## src/rtl/row_fetch_ctrl_pkg.sv

```systemverilog
// Shared constants, FSM state type and address helper for the row fetch path.
package row_fetch_ctrl_pkg;

  localparam int WORDS_PER_ROW  = 80;
  localparam int BURST_LEN      = 8;
  localparam int ROWS           = 480;
  localparam int ADDR_W         = 24;
  localparam int FRAME_BASE     = 0;
  localparam int DATA_W         = 128;
  localparam int IDX_W          = 9;

  localparam int BURSTS_PER_ROW = WORDS_PER_ROW / BURST_LEN;
  localparam int BEAT_W         = $clog2(BURST_LEN);
  localparam int BURST_W        = $clog2(BURSTS_PER_ROW);
  localparam int WORD_W         = 7;

  typedef enum logic [1:0] {
    ST_IDLE = 2'd0,
    ST_REQ  = 2'd1,
    ST_DATA = 2'd2,
    ST_DONE = 2'd3
  } state_t;

  // Word address of the first word of a row; constant multiply folds to shift-add.
  function automatic logic [ADDR_W-1:0] row_base(input logic [IDX_W-1:0] idx);
    return ADDR_W'(FRAME_BASE) + ADDR_W'(idx) * ADDR_W'(WORDS_PER_ROW);
  endfunction

endpackage

```

## src/rtl/row_fetch_ctrl.sv

```systemverilog
// Row fetch controller: reads one display row from memory in fixed bursts and
// writes each returned word into the ping-pong row buffer.
//
// Handshakes: mem_rd_req is held with a stable mem_rd_addr until the cycle in
// which mem_rd_req and mem_rd_ack are both 1 (transfer accepted); it drops the
// following cycle. mem_rd_valid has no back-pressure: every beat seen in DATA is
// written one cycle later, beats seen in REQ/DONE are dropped and flag err.
module row_fetch_ctrl
  import row_fetch_ctrl_pkg::*;
(
  input  logic              clk,
  input  logic              rst,
  input  logic              line_req,
  input  logic [IDX_W-1:0]  line_idx,
  output logic              mem_rd_req,
  output logic [ADDR_W-1:0] mem_rd_addr,
  input  logic              mem_rd_ack,
  input  logic              mem_rd_valid,
  input  logic [DATA_W-1:0] mem_rd_data,
  output logic              buf_wr_en,
  output logic [WORD_W-1:0] buf_wr_addr,
  output logic [DATA_W-1:0] buf_wr_data,
  output logic              buf_sel,
  output logic              busy,
  output logic              done,
  output logic              err,
  output state_t            dbg_state
);

  state_t              r_state;
  logic [ADDR_W-1:0]   r_addr;
  logic [BURST_W-1:0]  r_burst_cnt;
  logic [BEAT_W-1:0]   r_beat_cnt;
  logic [WORD_W-1:0]   r_word_cnt;
  logic                r_req;
  logic                r_busy;
  logic                r_done;
  logic                r_err;
  logic                r_buf_sel;
  logic                r_wr_en;
  logic [WORD_W-1:0]   r_wr_addr;
  logic [DATA_W-1:0]   r_wr_data;

  logic                w_idx_ok;
  logic                w_last_beat;
  logic                w_last_burst;
  logic                w_req_bad;
  logic                w_valid_bad;

  assign w_idx_ok     = (line_idx < IDX_W'(ROWS));
  assign w_last_beat  = (r_beat_cnt == BEAT_W'(BURST_LEN - 1));
  assign w_last_burst = (r_burst_cnt == BURST_W'(BURSTS_PER_ROW - 1));
  // A request while busy (including the DONE cycle) or for a non-existent row.
  assign w_req_bad    = line_req && ((r_state != ST_IDLE) || !w_idx_ok);
  // Data with no open burst; IDLE is exempt so stray beats after a reset are quiet.
  assign w_valid_bad  = mem_rd_valid && ((r_state == ST_REQ) || (r_state == ST_DONE));

  // Fetch FSM with address generation, write pipeline and status flags.
  always_ff @(posedge clk) begin
    if (rst) begin
      r_state     <= ST_IDLE;
      r_addr      <= '0;
      r_burst_cnt <= '0;
      r_beat_cnt  <= '0;
      r_word_cnt  <= '0;
      r_req       <= 1'b0;
      r_busy      <= 1'b0;
      r_done      <= 1'b0;
      r_err       <= 1'b0;
      r_buf_sel   <= 1'b0;
      r_wr_en     <= 1'b0;
      r_wr_addr   <= '0;
      r_wr_data   <= '0;
    end else begin
      r_wr_en <= 1'b0;
      r_done  <= 1'b0;
      if (w_req_bad || w_valid_bad) begin
        r_err <= 1'b1;
      end
      case (r_state)
        ST_IDLE: begin
          if (line_req && w_idx_ok) begin
            r_addr      <= row_base(line_idx);
            r_burst_cnt <= '0;
            r_beat_cnt  <= '0;
            r_word_cnt  <= '0;
            r_req       <= 1'b1;
            r_busy      <= 1'b1;
            r_state     <= ST_REQ;
          end
        end
        ST_REQ: begin
          if (mem_rd_ack) begin
            r_req   <= 1'b0;
            r_state <= ST_DATA;
          end
        end
        ST_DATA: begin
          if (mem_rd_valid) begin
            r_wr_en    <= 1'b1;
            r_wr_addr  <= r_word_cnt;
            r_wr_data  <= mem_rd_data;
            r_word_cnt <= r_word_cnt + WORD_W'(1);
            if (w_last_beat) begin
              r_beat_cnt <= '0;
              if (w_last_burst) begin
                r_done  <= 1'b1;
                r_state <= ST_DONE;
              end else begin
                r_burst_cnt <= r_burst_cnt + BURST_W'(1);
                r_addr      <= r_addr + ADDR_W'(BURST_LEN);
                r_req       <= 1'b1;
                r_state     <= ST_REQ;
              end
            end else begin
              r_beat_cnt <= r_beat_cnt + BEAT_W'(1);
            end
          end
        end
        ST_DONE: begin
          r_buf_sel <= ~r_buf_sel;
          r_busy    <= 1'b0;
          r_state   <= ST_IDLE;
        end
        default: begin
          r_state <= ST_IDLE;
        end
      endcase
    end
  end

  assign mem_rd_req  = r_req;
  assign mem_rd_addr = r_addr;
  assign buf_wr_en   = r_wr_en;
  assign buf_wr_addr = r_wr_addr;
  assign buf_wr_data = r_wr_data;
  assign buf_sel     = r_buf_sel;
  assign busy        = r_busy;
  assign done        = r_done;
  assign err         = r_err;
  assign dbg_state   = r_state;

endmodule
```

## config.mk

```make
export PLATFORM = sky130hd
export DESIGN_NAME = row_fetch_ctrl
export DESIGN_NICKNAME = d
export VERILOG_FILES = /design/src/rtl/row_fetch_ctrl_pkg.sv /design/src/rtl/row_fetch_ctrl.sv
export SDC_FILE = /design/constraint.sdc
export NUM_CORES = 1
export LEC_CHECK = 0
export BUFFER_PORTS_ARGS = -buffer_cell sky130_fd_sc_hd__buf_2
export CORE_ASPECT_RATIO = 0.7
export CORE_MARGIN = 4
export CORE_UTILIZATION = 35
export DETAILED_ROUTE_END_ITERATION = 7
export GPL_ROUTABILITY_DRIVEN = 0
export SETUP_SLACK_MARGIN = 0.4
export SYNTH_ARGS = -nofsm -noshare
export SYNTH_HDL_FRONTEND = slang
export SYNTH_SLANG_ARGS = --single-unit
```

## constraint.sdc

```tcl
create_clock -name clk -period 3.7 [get_ports clk]
set_input_delay 0.185 -clock clk [delete_from_list [all_inputs] [get_ports clk]]
set_output_delay 0.185 -clock clk [all_outputs]
set_load 0.02 [all_outputs]
```

=== Yosys cells after proc, flatten, opt, wreduce, memory -nomap -nowiden ===
Cells that the tools add are included.

* Register bits: 181
* Word-level logic and storage cells: 85

* Add/sub/neg operators: 4
* Multipliers: 1
* Magnitude comparators: 1
* Eq/ne operators: 10
* Multiplexer cells: 32
* Bitwise logic cells: 4
* Reduce and logical (&&, ||, !) cells: 20

{| class="wikitable"
|+ Operators by type and width
! cell !! count
|-
| $mux 24 || 4
|-
| $pmux 24 s2 || 1
|-
| $add 24x4->24 const B || 1
|-
| $mux 4 || 4
|-
| $mux 7 || 2
|-
| $pmux 7 s2 || 1
|-
| $mul 9x3->12 const B || 1
|-
| $mux 2 || 5
|-
| $ne 2x2->1 const B || 5
|-
| $lt 9x9->1 const B || 1
|-
| $mux 3 || 3
|-
| $pmux 2 s4 || 1
|-
| $pmux 4 s2 || 1
|-
| $add 7x1->7 const B || 1
|-
| $mux 1 || 7
|-
| $pmux 3 s2 || 1
|-
| $reduce_and 6->1 || 1
|-
| $reduce_bool 2->1 || 3
|-
| $reduce_and 5->1 || 1
|-
| $add 4x1->4 const B || 1
|-
| $eq 2x2->1 const B || 2
|-
| $eq 4x4->1 const B || 1
|-
| $not 1->1 || 4
|-
| $reduce_and 2->1 || 2
|-
| other kinds (14) || 18
|}

=== Depth between registers and ports, before layout ===
* Depth in word-level cells: 5
* Mapped depth: 9
* Mapped depth without buffers: 8

=== Worst setup path before layout ===
Ideal clock, no wire load.

* Kind: in2reg
* Start point: input port line_idx[1]
* End point: register r_addr[13] (netlist: mem_rd_addr[13])
* Arrival: 1,928 ps
* Slack: 1,638 ps
* Stages: 8
* Buffers on the path: 0
* Cell sequence: ha_1 -> ha_1 -> fa_1 -> a211oi_1 -> o21bai_1 -> a21oi_1 -> xor2_1 -> o22ai_1

* Cells in the longest elaborated chain, start to end: 4
* Elaborated cells between the ends (all ways): 7
* Classes of those cells: mul (1); order compare (1); eq/ne (1); mux (2); reduce/logical (2)

{| class="wikitable"
|+ RTL lines
! what !! RTL line !! RTL
|-
| start, declared || row_fetch_ctrl.sv:14 || <nowiki>input logic [IDX_W-1:0] line_idx,</nowiki>
|-
| branches (longest 4 deep; another with $mul 9x3->12) || -- ||
|-
| end signal, assigned || row_fetch_ctrl.sv:83 || <nowiki>r_addr <= row_base(line_idx);</nowiki>
|-
| end signal, assigned || row_fetch_ctrl.sv:111 || <nowiki>r_addr <= r_addr + ADDR_W'(BURST_LEN);</nowiki>
|-
| end, declared || row_fetch_ctrl.sv:31 || <nowiki>logic [ADDR_W-1:0] r_addr;</nowiki>
|}

Parallel ways; which one is timed is not known. The select of a mux whose other input is x is not followed.
A chain may end at the register's enable or synchronous reset.

=== Worst setup path in the final report ===
* Start point: register r_state[1] (netlist: dbg_state[1])
* End point: register r_wr_data[65] (netlist: buf_wr_data[65])

* Cells in the longest elaborated chain, start to end: 2

{| class="wikitable"
|+ RTL lines
! what !! RTL line !! RTL
|-
| start, declared || row_fetch_ctrl.sv:30 || <nowiki>state_t r_state;</nowiki>
|-
| start signal, assigned || row_fetch_ctrl.sv:61 || <nowiki>r_state <= ST_IDLE;</nowiki>
|-
| start signal, assigned || row_fetch_ctrl.sv:89 || <nowiki>r_state <= ST_REQ;</nowiki>
|-
| start signal, assigned || row_fetch_ctrl.sv:95 || <nowiki>r_state <= ST_DATA;</nowiki>
|-
| $eq 2x2->1 || row_fetch_ctrl.sv:80 || <nowiki>case (r_state)</nowiki>
|-
| $reduce_and 2->1 (no source line) || -- ||
|-
| end signal, assigned || row_fetch_ctrl.sv:102 || <nowiki>r_wr_data <= mem_rd_data;</nowiki>
|-
| end, declared || row_fetch_ctrl.sv:42 || <nowiki>logic [DATA_W-1:0] r_wr_data;</nowiki>
|}

Every way passes these cells.

==> summary.txt <==
Synth
  • EDFF count, synth: 0
  • Synth cell types: 57
  • Post-synthesis register bit count: 178
  • Most numerous cell in the Yosys netlist: nand2_1
  • Post-synth top flop: dfxtp_1
  • Synthesized area: 7292 µm²
  • Syn Area/Cell: 7.996 µm²
  • Post-synth top cells: nand2_1 (291), dfxtp_1 (178), a21oi_1 (159), nor2_1 (40), clkbuf_1 (36)
  • Post-synthesis sequential area ratio: 48.87%
  • Top post-synthesis cells by area: dfxtp_1 (49%), nand2_1 (15%), a21oi_1 (11%)
  • Yosys top cell by area: dfxtp_1
  • Share of the synthesized area in the top cell type: 48.87%
  • Synthesis Warnings: 0
  • Asr flop ratio synth: 0%
  • Syn Inst Count: 912

Detailed routing
  • Pre-antenna DRT Iters: 5
  • Post-DRT Antenna Nets: 0
  • Residual DRC: 0
  • Detailed-route via count: 7637
  • Drt total wl: 23.76 mm
  • DR vias/cell: 4.806
  • Routed wire per std cell: 14.95 µm
  • Drt initial violations: 438

Global routing
  • Pin count of the biggest net entering global routing: 80
  • Antenna violations before repair: 0
  • GRT overflow: 0
  • Total GRT Usage: 19.58%
  • Vias in the first global route: 7376
  • First-pass GRT wire length: 37.76 mm

Setup path
  • R2R Path Start: dbg_state[1]
  • Crit path launch type: flop
  • Required @ worst endpoint: 4.04 ns
  • Peak fanout along the critical path: 51
  • Critical path class: reg -> reg
  • Crit end category: flop
  • Arrival time worst endpoint: 2.46 ns
  • Crit path from: dbg_state[1]

Placed design
  • IO Port Bufs: 305
  • Number of placed instances, taps included: 1433
  • DP HPWL: 15.85 mm
  • Post-DP Area: 8954 µm²
  • DP Worst Slack: 1.326 ns

Clock tree
  • Worst-Skew Late Latency: 0.43 ns
  • Post-CTS Setup Bufs: 0
  • CTS Root Cell: clkbuf_16
  • CTS tree: built
  • H-tree depth: 4
  • Clk buf depth: 2
  • Num CTS Buffers: 17
  • Clock sinks: 178
  • Post_cts resized: 0
  • Worst-path clk slew: 0.07 ns

Final layout
  • Design Area, Final: 10800 µm²
  • P&R area growth vs syn: 48.10%
  • Non-filler cells, final: 1589
  • Share of post-route cells with drive strength above 1: 27.09%
  • # nets final: 1468

Floorplanning
  • Core outline area: 20120 µm²
  • Initial Utilization: 36.24%
  • Overall die width: 180.5 µm
  • Boundary Pins: 309
  • Die Height: 128.8 µm
  • Die Area: 23240 µm²
  • Rows: 43

Timing
  • Layout Skew: 0.01687 ns
  • Worst-margin pin slew: 0.8359 ns
  • Period utilization: 57.13%
  • Fin crit period: 2.114 ns
  • Slew Limit Headroom: 44.27%
  • RSZ-0062 raised after global routing: no
  • Hold Fails Final Rpt: 0
  • Peak Freq: 473.1 MHz
  • Final worst slack: 1.586 ns
  • Final Max Slew Viols: 0
  • Final setup vio count: 0
  • TNS Setup: 0 ns

Min path
  • Hold Path Class: in -> reg
  • Min-delay src: mem_rd_data[6]

Status
  • Outcome: complete, no violations

Power and ir drop
  • Pwr Total: 4.440 mW
  • Leak pwr: 4.660 nW
  • P per Cell Area: 411.1 nW/µm²
  • Maximum VDD drop: 260.3 µV

Flow run
  • Max Cap Viol: 0
==> area by class of cell <==
| cell class | count | area (µm²) |
|---|---|---|
| multi-input combinational | 662 | 3397 |
| clock inverter | 14 | 172.7 |
| tap | 270 | 337.8 |
| antenna | 1 | 2.502 |
| fill | 1859 | 9323 |
| sequential | 178 | 3563 |
| clock buffer | 18 | 439.2 |
| timing repair buffer | 437 | 2853 |
| inverter | 9 | 33.78 |
==> routing by layer <==
| metal | track usage [%] | part of all wire (%) | up-vias |
|---|---|---|---|
| met1 | 24.80 | 44 | 3474 |
| met2 | 31.86 | 46 | 272 |
| met4 | 6.756 | 2.6 | 0 |
| li1 | - | - | 3848 |
| met5 | 0 | 0 | - |
| met3 | 6.329 | 7.5 | 43 |
==> worst paths after layout <==
| check | slack [ns] | cells past startpoint | end |
|---|---|---|---|
| max | 1.59 | 6 | buf_wr_data[65] |
| min | 0.01 | 3 | buf_wr_data[6] |
| max reg2reg | 1.59 | 6 | buf_wr_data[65] |
| min reg2reg | 0.45 | 2 | buf_wr_addr[6] |
==> where the power goes <==
part           internal [mW]  switching, mW  total (mW)  leakage [nW]
Sequential              1.97         0.0412        2.01          1.44
Clock                  0.985          0.852        1.84         0.289
Combinational          0.270          0.326       0.596          2.93
Total                   3.22           1.22        4.44          4.66
==> sequential cells by signal (all words and copies together) (netlist names), 2 cells and up <==
name         flops
buf_wr_data    128
buf_wr_addr      7
mem_rd_addr     21
r_burst_cnt      4
r_word_cnt       7
r_beat_cnt       3
dbg_state        2
==> metrics by stage <==
stage | hold WS, ns | utilization (%)
after floorplan | 0.3210 | -
after global placement | 0.4258 | 44.50
after detailed placement | 0.4302 | 44.50
after CTS | 0.001072 | 53.66
after global routing | 0.003865 | 53.66
final | 0.01402 | 53.67
==> placed cells by master (no fill, tap or decap), types with 4 or more instances in the layout <==
| cell type | count |
|---|---|
| inv_1 | 9 |
| nor2_1 | 40 |
| nor4b_1 | 4 |
| inv_8 | 4 |
| buf_2 | 304 |
| clkbuf_16 | 17 |
| nor3_1 | 18 |
| ha_1 | 20 |
| and3_1 | 7 |
| xnor2_1 | 13 |
| dfxtp_1 | 178 |
| o21ai_0 | 14 |
| a21oi_1 | 159 |
| dlygate4sd3_1 | 123 |
| nand2_1 | 290 |
| nand3_1 | 10 |
| nand4_1 | 6 |
| buf_4 | 8 |
| a211oi_1 | 8 |
| nor3b_1 | 4 |
==> repair_timing <==
action	CTS	global route
endpoints found under the setup margin	0	0
hold endpoints to repair	123	0
hold buffers	123	0
==> cells by family after synthesis <==
family          count (synthesis)  synth area share (%)
buf+inv                        74                 4.787
compound gates                214                 16.56
flops                         178                 48.87
mux                             2                0.2745
xor+xnor                       15                 1.802
simple gates                  407                 23.95
other cells                     1               0.05143
fa+ha+maj                      21                 3.706
==> worst max-delay path, cell delays in order (launching register included) <==
cell	delay, ns
dfxtp_1	0.59
nor2b_1	0.19
buf_4	0.22
and2_4	0.44
buf_12	0.28
nand2_1	0.11
a21oi_1	0.17
No activity file was read; power rests on OpenSTA's default activity.
